### src/rtl/rx_ctrl_pkg.sv
// Shared types for the receive FIFO controller:
// FSM states, default depth and the tagged FIFO entry.
package rx_ctrl_pkg;

    localparam int DEF_FIFO_DEPTH = 4;

    typedef enum logic [1:0] {
        IDLE,
        CAPTURE,
        ACK,
        WAIT_CLR
    } state_e;

    typedef struct packed {
        logic       ferr;
        logic [7:0] data;
    } entry_t;

endpackage

### src/rtl/rx_fifo.sv
// Circular buffer of tagged receive bytes with occupancy count.
// Pointers wrap naturally because DEPTH is a power of two.
module rx_fifo
    import rx_ctrl_pkg::*;
#(
    parameter int DEPTH = DEF_FIFO_DEPTH
) (
    input  logic                   clk,
    input  logic                   n_rst,
    input  logic                   push_i,
    input  entry_t                 wdata_i,
    input  logic                   pop_i,
    output entry_t                 head_o,
    output logic                   full_o,
    output logic                   empty_o,
    output logic [$clog2(DEPTH):0] count_o
);

    localparam int AW = $clog2(DEPTH);
    localparam int CW = AW + 1;

    entry_t          mem_q [DEPTH];
    logic [AW-1:0]   wptr_q;
    logic [AW-1:0]   rptr_q;
    logic [CW-1:0]   count_q;
    logic [CW-1:0]   count_d;
    logic            do_push;
    logic            do_pop;

    assign empty_o = (count_q == '0);
    assign full_o  = (count_q == CW'(DEPTH));
    assign do_pop  = pop_i && !empty_o;
    // A push into a full buffer is only legal when a pop frees the slot.
    assign do_push = push_i && (!full_o || do_pop);
    assign head_o  = mem_q[rptr_q];
    assign count_o = count_q;

    always_comb begin
        count_d = count_q;
        unique case ({do_push, do_pop})
            2'b10:   count_d = count_q + CW'(1);
            2'b01:   count_d = count_q - CW'(1);
            default: count_d = count_q;
        endcase
    end

    always_ff @(posedge clk) begin
        if (do_push) begin
            mem_q[wptr_q] <= wdata_i;
        end
    end

    always_ff @(posedge clk or negedge n_rst) begin
        if (!n_rst) begin
            wptr_q  <= '0;
            rptr_q  <= '0;
            count_q <= '0;
        end else begin
            if (do_push) begin
                wptr_q <= wptr_q + AW'(1);
            end
            if (do_pop) begin
                rptr_q <= rptr_q + AW'(1);
            end
            count_q <= count_d;
        end
    end

endmodule

### src/rtl/rx_fifo_ctrl.sv
// Receive-side handshake FSM feeding a small FIFO, plus
// framing-error counter and sticky overrun flag.
module rx_fifo_ctrl
    import rx_ctrl_pkg::*;
#(
    parameter int FIFO_DEPTH = DEF_FIFO_DEPTH
) (
    input  logic                        clk,
    input  logic                        n_rst,
    input  logic [7:0]                  rx_data,
    input  logic                        data_ready,
    input  logic                        framing_error,
    input  logic                        overrun_error,
    output logic                        data_read,
    input  logic                        pop,
    input  logic                        clr_err,
    output logic [7:0]                  out_data,
    output logic                        out_ferr,
    output logic                        out_valid,
    output logic [$clog2(FIFO_DEPTH):0] fifo_count,
    output logic [7:0]                  ferr_count,
    output logic                        overrun_seen
);

    state_e     state_q;
    entry_t     entry_q;
    entry_t     head;
    logic       push_q;
    logic       data_read_q;
    logic       full;
    logic       empty;
    logic [7:0] ferr_cnt_q;
    logic [7:0] ferr_cnt_d;
    logic       ovr_q;
    logic       ovr_d;

    rx_fifo #(
        .DEPTH (FIFO_DEPTH)
    ) u_fifo (
        .clk     (clk),
        .n_rst   (n_rst),
        .push_i  (push_q),
        .wdata_i (entry_q),
        .pop_i   (pop),
        .head_o  (head),
        .full_o  (full),
        .empty_o (empty),
        .count_o (fifo_count)
    );

    // Byte is latched in CAPTURE and written on the following edge.
    always_ff @(posedge clk or negedge n_rst) begin
        if (!n_rst) begin
            state_q     <= IDLE;
            entry_q     <= '0;
            push_q      <= 1'b0;
            data_read_q <= 1'b0;
        end else begin
            push_q      <= 1'b0;
            data_read_q <= 1'b0;
            unique case (state_q)
                IDLE: begin
                    if (data_ready && !full) begin
                        state_q <= CAPTURE;
                    end
                end
                CAPTURE: begin
                    entry_q.ferr <= framing_error;
                    entry_q.data <= rx_data;
                    push_q       <= 1'b1;
                    state_q      <= ACK;
                end
                ACK: begin
                    data_read_q <= 1'b1;
                    state_q     <= WAIT_CLR;
                end
                WAIT_CLR: begin
                    if (!data_ready) begin
                        state_q <= IDLE;
                    end
                end
                default: state_q <= IDLE;
            endcase
        end
    end

    always_comb begin
        ferr_cnt_d = ferr_cnt_q;
        if (clr_err) begin
            ferr_cnt_d = '0;
        end else if (state_q == CAPTURE && framing_error
                     && ferr_cnt_q != 8'hFF) begin
            ferr_cnt_d = ferr_cnt_q + 8'd1;
        end
    end

    // A new overrun beats a simultaneous clear.
    assign ovr_d = overrun_error || (ovr_q && !clr_err);

    always_ff @(posedge clk or negedge n_rst) begin
        if (!n_rst) begin
            ferr_cnt_q <= '0;
            ovr_q      <= 1'b0;
        end else begin
            ferr_cnt_q <= ferr_cnt_d;
            ovr_q      <= ovr_d;
        end
    end

    assign data_read    = data_read_q;
    assign out_data     = head.data;
    assign out_ferr     = head.ferr;
    assign out_valid    = !empty;
    assign ferr_count   = ferr_cnt_q;
    assign overrun_seen = ovr_q;

endmodule

### config.mk
export PLATFORM = sky130hd
export DESIGN_NAME = rx_fifo_ctrl
export DESIGN_NICKNAME = d
export VERILOG_FILES = /design/src/rtl/rx_ctrl_pkg.sv /design/src/rtl/rx_fifo.sv /design/src/rtl/rx_fifo_ctrl.sv
export SDC_FILE = /design/constraint.sdc
export NUM_CORES = 1
export LEC_CHECK = 0
export CAP_MARGIN = 20
export CORE_MARGIN = 3
export CORE_UTILIZATION = 50
export CTS_BUF_LIST = sky130_fd_sc_hd__clkbuf_8
export CTS_CLUSTER_SIZE = 8
export DETAILED_ROUTE_END_ITERATION = 16
export DONT_BUFFER_PORTS = 1
export SLEW_MARGIN = 40
export SYNTH_ARGS = -nofsm -noshare
export SYNTH_HDL_FRONTEND = slang
export SYNTH_SLANG_ARGS = --single-unit
### constraint.sdc
create_clock -name clk -period 2.9 [get_ports clk]
set_clock_uncertainty 0.2 [all_clocks]
set_input_delay 0.58 -clock clk [delete_from_list [all_inputs] [get_ports clk]]
set_output_delay 0.58 -clock clk [all_outputs]
set_load 0.02 [all_outputs]
==> flow_summary.yaml, run 1 <==
setup_path:
  path_class: "reg -> reg"
  cp-end-kind: "flip-flop"
  cp.required_ps: 2950
  worstReg2RegEnd: "u_fifo.count_o[2]"
  cp.arrival_ps: 2580
  rr_startpoint: "u_fifo.count_o[1]"
  crit_path_start_kind: "flip-flop"
  worst_r2r_path_depth: 9
  ff2ff_setup_slack_ps: 360
  crit_fanout: 7
synthesis:
  ys_async_sr_fraction: 0.446
  syn_inst: 169
  yosys_warnings: 0
  synth-edff-count: 36
  synth-seq-cells: 65
  syn_area_um2: 2750
  seq_area_frac_synth: 0.656
  netlist.area_leader.share: 0.393
  synthFlopType: "edfxtp_1"
  yosysMostFrequentCell: "edfxtp_1"
  netlist-cell-type-count: 39
  yosys.area.top_type: "edfxtp_1"
  synth.net_count: 196
  avgSynthCellArea_um2: 16.3
  synth_top_cells_by_area: "edfxtp_1 (39%), dfrtp_1 (26%), mux4_2 (7.4%)"
  synth_top_cells_by_count: "edfxtp_1 (36), dfrtp_1 (29), ha_1 (11), inv_1 (11), mux2_2 (11)"
die:
  num_rows: 26
  die_w_um: 80.2
  die_h_um: 80.2
  die_area_um2: 6430
  io_pins: 38
  core_um2: 5200
  start_util: 0.529
detailed_routing:
  wirelength_um: 4530
  postRouteAntennaNets: 0
  vias: 1432
  first_pass_iters: 4
  drtIter0Drc: 77
  routedWlPerCell_um: 17.7
  via_per_inst: 5.59
  drc: 0
min_path:
  hp-class: "in -> reg"
  hold_start: "clr_err"
  holdPathEnd: "ferr_count[3]"
  whs_path_depth: 1
clock_network:
  cts-htree-levels: 3
  clkTransAtPathRegs_ps: 70
  ctsLongestPathBuffers: 2
  clock_latency_ps: 320
  cts_buffers: 9
  cts-root-buf: "clkbuf_8"
  cts_setup_buffers: 0
  tritoncts: "done"
  cts.sinks: 65
run:
  cap_violations: 0
power_and_ir_drop:
  power_density_nw_per_um2: 1040
  leakage_nw: 1.21
  p_switching_w: 0.00105
  ir_worst_vdd_v: 0.000609
  p_seq_frac: 0.487
  intPower_w: 0.00214
  comb_power_share: 0.296
  clkPwrFrac: 0.217
  p_sw_frac: 0.329
layout:
  multi_input_area_um2: 888
  fillers: 419
  area_delta_synth_final_pct: 11.0
  antenna_cells: 0
  seqCellArea_um2: 1810
  fin_util: 0.587
  layout-drive-gt1-share: 0.237
  nNetsFinal: 208
  finalNonFillerCells: 256
timing:
  relSlewSlack: 0.704
  layout_setup_ws_ps: 362
  fmax_mhz: 394
  hold_viol_final: 0
  period_share: 0.875
  fin_crit_ps: 2540
  setup_viol_count_final: 0
  slew_viol_final: 0
  worst_pin_slew_ps: 444
  setup_tns_ps: 0
  rsz0062_at_grt: "false"
global_routing:
  grtUsageTotal: 0.155
  grt_pass1_wl_um: 7130
  antenna_found_initial: 0
  grt_max_degree: 30
  grt_overflow_total: 0
  grt_pass1_vias: 1452
placement:
  place_congestion: 0.780
  dp_hpwl_um: 3060
  dp_worst_setup_slack_ps: 369
  port_buffers: 0
  dp.cells: 238
run_status:
  status: "finished, final reports clean"
==> registers in the layout, summed over array words and instances, names as in the netlist <==
name / flops
ferr_count: 8
entry_q: 9
u_fifo.count_o: 3
u_fifo.mem_q: 36
u_fifo.rptr_q: 2
data_read: 1
u_fifo.wptr_q: 2
push_q: 1
overrun_seen: 1
state_q: 2
==> critical path: stages (launching register included) <==
cell,delay (ps)
dfrtp_1,490
or3b_1,430
o21a_4,230
inv_1,70
ha_1,170
inv_1,60
fa_1,370
xor2_1,150
nor2_1,110
xor2_1,170
==> per-stage QoR <==
step / power [W] / cell area, um^2 / hold slack [ps]
floorplan: 0.00229 / 2750 / 84.4
global placement: 0.00246 / 2850 / 85.2
detailed placement: 0.00253 / 2850 / 85.0
CTS: 0.00324 / 3060 / 98.0
global route: 0.00338 / 3060 / 94.2
finish: 0.00319 / 3060 / 116
==> logic make-up (layout without fill, tap and decap cells) <==
family,Yosys count,after routing,share of synthesized area
flip-flops,65,65,0.656
AND/OR/NAND/NOR,30,30,0.0655
multiplexers,23,23,0.131
AO/OA/AOI/OAI,18,18,0.0495
buffers and inverters,15,32,0.0209
adder cells (fa/ha/maj),12,12,0.0573
XOR/XNOR,6,6,0.0191
==> worst max-delay path by stage <==
| stage | start | cells past startpoint | slack [ps] | to |
|---|---|---|---|---|
| final | u_fifo.count_o[1] | 9 | 360 | u_fifo.count_o[2] |
| after global placement | u_fifo.count_o[1] | 9 | 470 | u_fifo.count_o[2] |
| after global routing | u_fifo.count_o[1] | 9 | 250 | u_fifo.count_o[2] |
| after detailed placement | u_fifo.count_o[1] | 9 | 370 | u_fifo.count_o[2] |
| after floorplan | u_fifo.count_o[2] | 9 | 520 | u_fifo.count_o[2] |
| after CTS | u_fifo.count_o[1] | 9 | 350 | u_fifo.count_o[2] |
==> what timing repair did <==
action	4_1_cts	5_1_grt
endpoints found under the hold margin	29	0
hold buffers	2	0
resized for setup	0	0
==> placed cells by master (no fill, tap or decap), types with 3 or more instances in the layout <==
master	instances
and2_2	4
and3_1	4
a21oi_1	3
dfrtp_1	29
buf_4	3
clkbuf_8	9
edfxtp_1	36
mux4_2	9
xnor2_1	3
nor2_1	4
ha_1	11
inv_1	14
xor2_1	3
a211oi_1	3
mux2_2	11
nand2_1	6
==> power by group through the flow <==
stage | registers (W) | logic, W | clock network (W)
5_1_grt | 0.00160 | 0.00103 | 0.000755
4_1_cts | 0.00156 | 0.000968 | 0.000711
3_5_place_dp | 0.00158 | 0.000951 | 0
6_report | 0.00155 | 0.000943 | 0.000693
3_3_place_gp | 0.00156 | 0.000906 | 0
2_1_floorplan | 0.00150 | 0.000798 | 0
==> final cells by class <==
| type | count | share of cell area |
|---|---|---|
| well taps | 70 | 0.0287 |
| repair buffers | 5 | 0.0172 |
| clock inverters | 7 | 0.0180 |
| inverters | 11 | 0.0135 |
| multi-input cells | 89 | 0.291 |
| flip-flops and latches | 65 | 0.591 |
| clock buffers | 9 | 0.0405 |
==> per-layer routing <==
| metal | share of wire | GRT usage |
|---|---|---|
| met1 | 0.42 | 0.187 |
| met2 | 0.51 | 0.252 |
| met3 | 0.044 | 0.0359 |
| met4 | 0.026 | 0.0963 |
| met5 | 0 | 0 |
No activity file was read; power rests on OpenSTA's default activity.
==> run 2, diff against run 1 <==
Settings changed: HOLD_SLACK_MARGIN from default to 0.05.
==> results of run 2 <==
Final layout, timing and power as in run 1 (identical DEF).
==> variant: new RTL, flow settings as in run 2 <==
Encoding of `state_e`: now one-hot (4 bits for 4 states).
--- a/src/rtl/rx_ctrl_pkg.sv
+++ b/src/rtl/rx_ctrl_pkg.sv
@@ -5,9 +5,9 @@
     localparam int DEF_FIFO_DEPTH = 4;
 
-    typedef enum logic [1:0] {
-        IDLE,
-        CAPTURE,
-        ACK,
-        WAIT_CLR
+    typedef enum logic [3:0] {
+        IDLE     = 4'b0001,
+        CAPTURE  = 4'b0010,
+        ACK      = 4'b0100,
+        WAIT_CLR = 4'b1000
     } state_e;
 
Function: no difference found for any inputs over 10 cycles, from zero or initial values and one cycle with n_rst low; not proved beyond that.
==> variant against run 2 <==
Final cell count rose by 2.3%. Setup slack improved by 0.063 ns. Power decreased by 5.7%. Routed wire length grew 0.82%. Clock power grew 18%. Sequential cell count rose by 2. Cell area grew 2.2%. Area after synthesis increased by 1.5%. Sequential share of layout area rose by 0.36 points. Highest routed layer unchanged.
==> variant: results (changes against run 2) <==
INFO  yosys          muxShareOfSynthArea=0.123 [was 0.131]
INFO  grt            maximum_number_of_pins_on_one_net_before_global_route_repair=32 [was 30]
INFO  yosys          share_of_the_synthesized_area_in_compound_gates_ao_oa_aoi_oai=0.0470 [was 0.0495]
INFO  setup_path     worst_path_largest_cell_delay=0.70ns [was 0.49 ns]
INFO  sta            slew_headroom=0.625 [was 0.704]
INFO  setup_path     r2r_slack=0.58ns [was 0.36 ns]
INFO  setup_path     worstRegToRegCells=6 [was 9]
INFO  setup_path     critical_path_arrival=1.69ns [was 2.58 ns]
INFO  placement      place_congestion=0.807 [was 0.780]
INFO  sta            max_clock_freq=404MHz [was 394 MHz]
INFO  detailed_routing vias_per_cell=5.65 [was 5.59]
INFO  yosys          syn-num-nets=198 [was 196]
INFO  yosys          post_synth_fa_ha_maj_area_fraction=0.0296 [was 0.0573]
INFO  detailed_routing route.final.wire_length=4.56mm [was 4.53 mm]
INFO  sta            hold_ws=0.0994ns [was 0.116 ns]
INFO  setup_path     crit_family=flip-flops [was simple AND/OR/NAND/NOR gates]
INFO  detailed_routing vias=1479 [was 1432]
INFO  placement      placed_area=2880um^2 [was 2850 um^2]
INFO  min_path       timing.hold.worst_endpoint=ferr_count[7] [was ferr_count[3]]
INFO  pwr            static-leakage-power=1.19nW [was 1.21 nW]
INFO  yosys          post_synth_xor_area_fraction=0.0282 [was 0.0191]
INFO  placement      numPlacedInstances=244 [was 238]
INFO  yosys          async_reset_ff_frac=0.463 [was 0.446]
INFO  pwr            ir_worst_vdd=367uV [was 609 uV]
INFO  detailed_routing first_iter_violations=99 [was 77]
INFO  setup_path     cp-startpoint=u_fifo.rptr_q[0] [was u_fifo.count_o[1]]
INFO  setup_path     endpoint=out_data[0] [was u_fifo.count_o[2]]
INFO  yosys          yosys-top-cells-count=36 x sky130_fd_sc_hd__edfxtp_1, 30 x sky130_fd_sc_hd__dfrtp_1, 9 x sky130_fd_sc_hd__mux2_2, 9 x sky130_fd_sc_hd__mux4_2 [was 36 x sky130_fd_sc_hd__edfxtp_1, 29 x sky130_fd_sc_hd__dfrtp_1, 11 x sky130_fd_sc_hd__ha_1, 11 x sky130_fd_sc_hd__inv_1, 11 x sky130_fd_sc_hd__mux2_2]
INFO  status         outcome=completed [unchanged]
INFO  placement      detailedPlacementHpwl=3.20mm [was 3.06 mm]
INFO  yosys          synth-seq-area-share=0.665 [was 0.656]
INFO  setup_path     critPathMaxFanout=10 [was 7]
[variant: cell count changes in the layout (fill, tap and decap cells not counted), moves of 3 or more]
cell	change
sky130_fd_sc_hd__and2_1	+5
sky130_fd_sc_hd__or3_1	+3
sky130_fd_sc_hd__o21ai_0	+6
sky130_fd_sc_hd__nor4b_1	+3
sky130_fd_sc_hd__nor2_1	+4
sky130_fd_sc_hd__inv_1	-6
sky130_fd_sc_hd__ha_1	-6
sky130_fd_sc_hd__xor2_1	+4
sky130_fd_sc_hd__and2_2	-4
[variant: per-layer routing]
| layer | track usage | wire length [um] |
|---|---|---|
| met5 | 0 | 0 |
| met4 | 0.106 | 161 |
| met3 | 0.0543 | 300 |
| met2 | 0.245 | 2130 |
| met1 | 0.207 | 1970 |
[variant: area by class of cell]
class | instances | area (um^2) | area share
clock buffers | 9 | 124 | 0.0397
clock inverters | 7 | 93.8 | 0.0300
inverters | 7 | 26.3 | 0.00841
multi-input cells | 98 | 888 | 0.284
flip-flops and latches | 67 | 1860 | 0.595
well taps | 70 | 87.6 | 0.0280
repair buffers | 4 | 45.0 | 0.0144
[variant: cell families (layout without fill, tap and decap cells)]
group           after synthesis  count (layout)
xor+xnor                      9               9
buf+inv                      12              27
mux                          22              22
compound gates               21              21
flops                        67              67
simple gates                 40              40
fa+ha+maj                     6               6
[variant: timing repair]
| action | in CTS | in global routing |
|---|---|---|
| hold buffers | 2 | 0 |
| endpoints found under the hold margin | 31 | 0 |
| endpoints found under the setup margin | 0 | 0 |
[variant: where the power goes]
part	leakage [nW]	switching [mW]	internal (mW)	total, mW
clock network	0.111	0.337	0.482	0.819
registers	0.719	0.269	1.25	1.52
logic	0.360	0.331	0.334	0.665
total	1.19	0.937	2.07	3.01
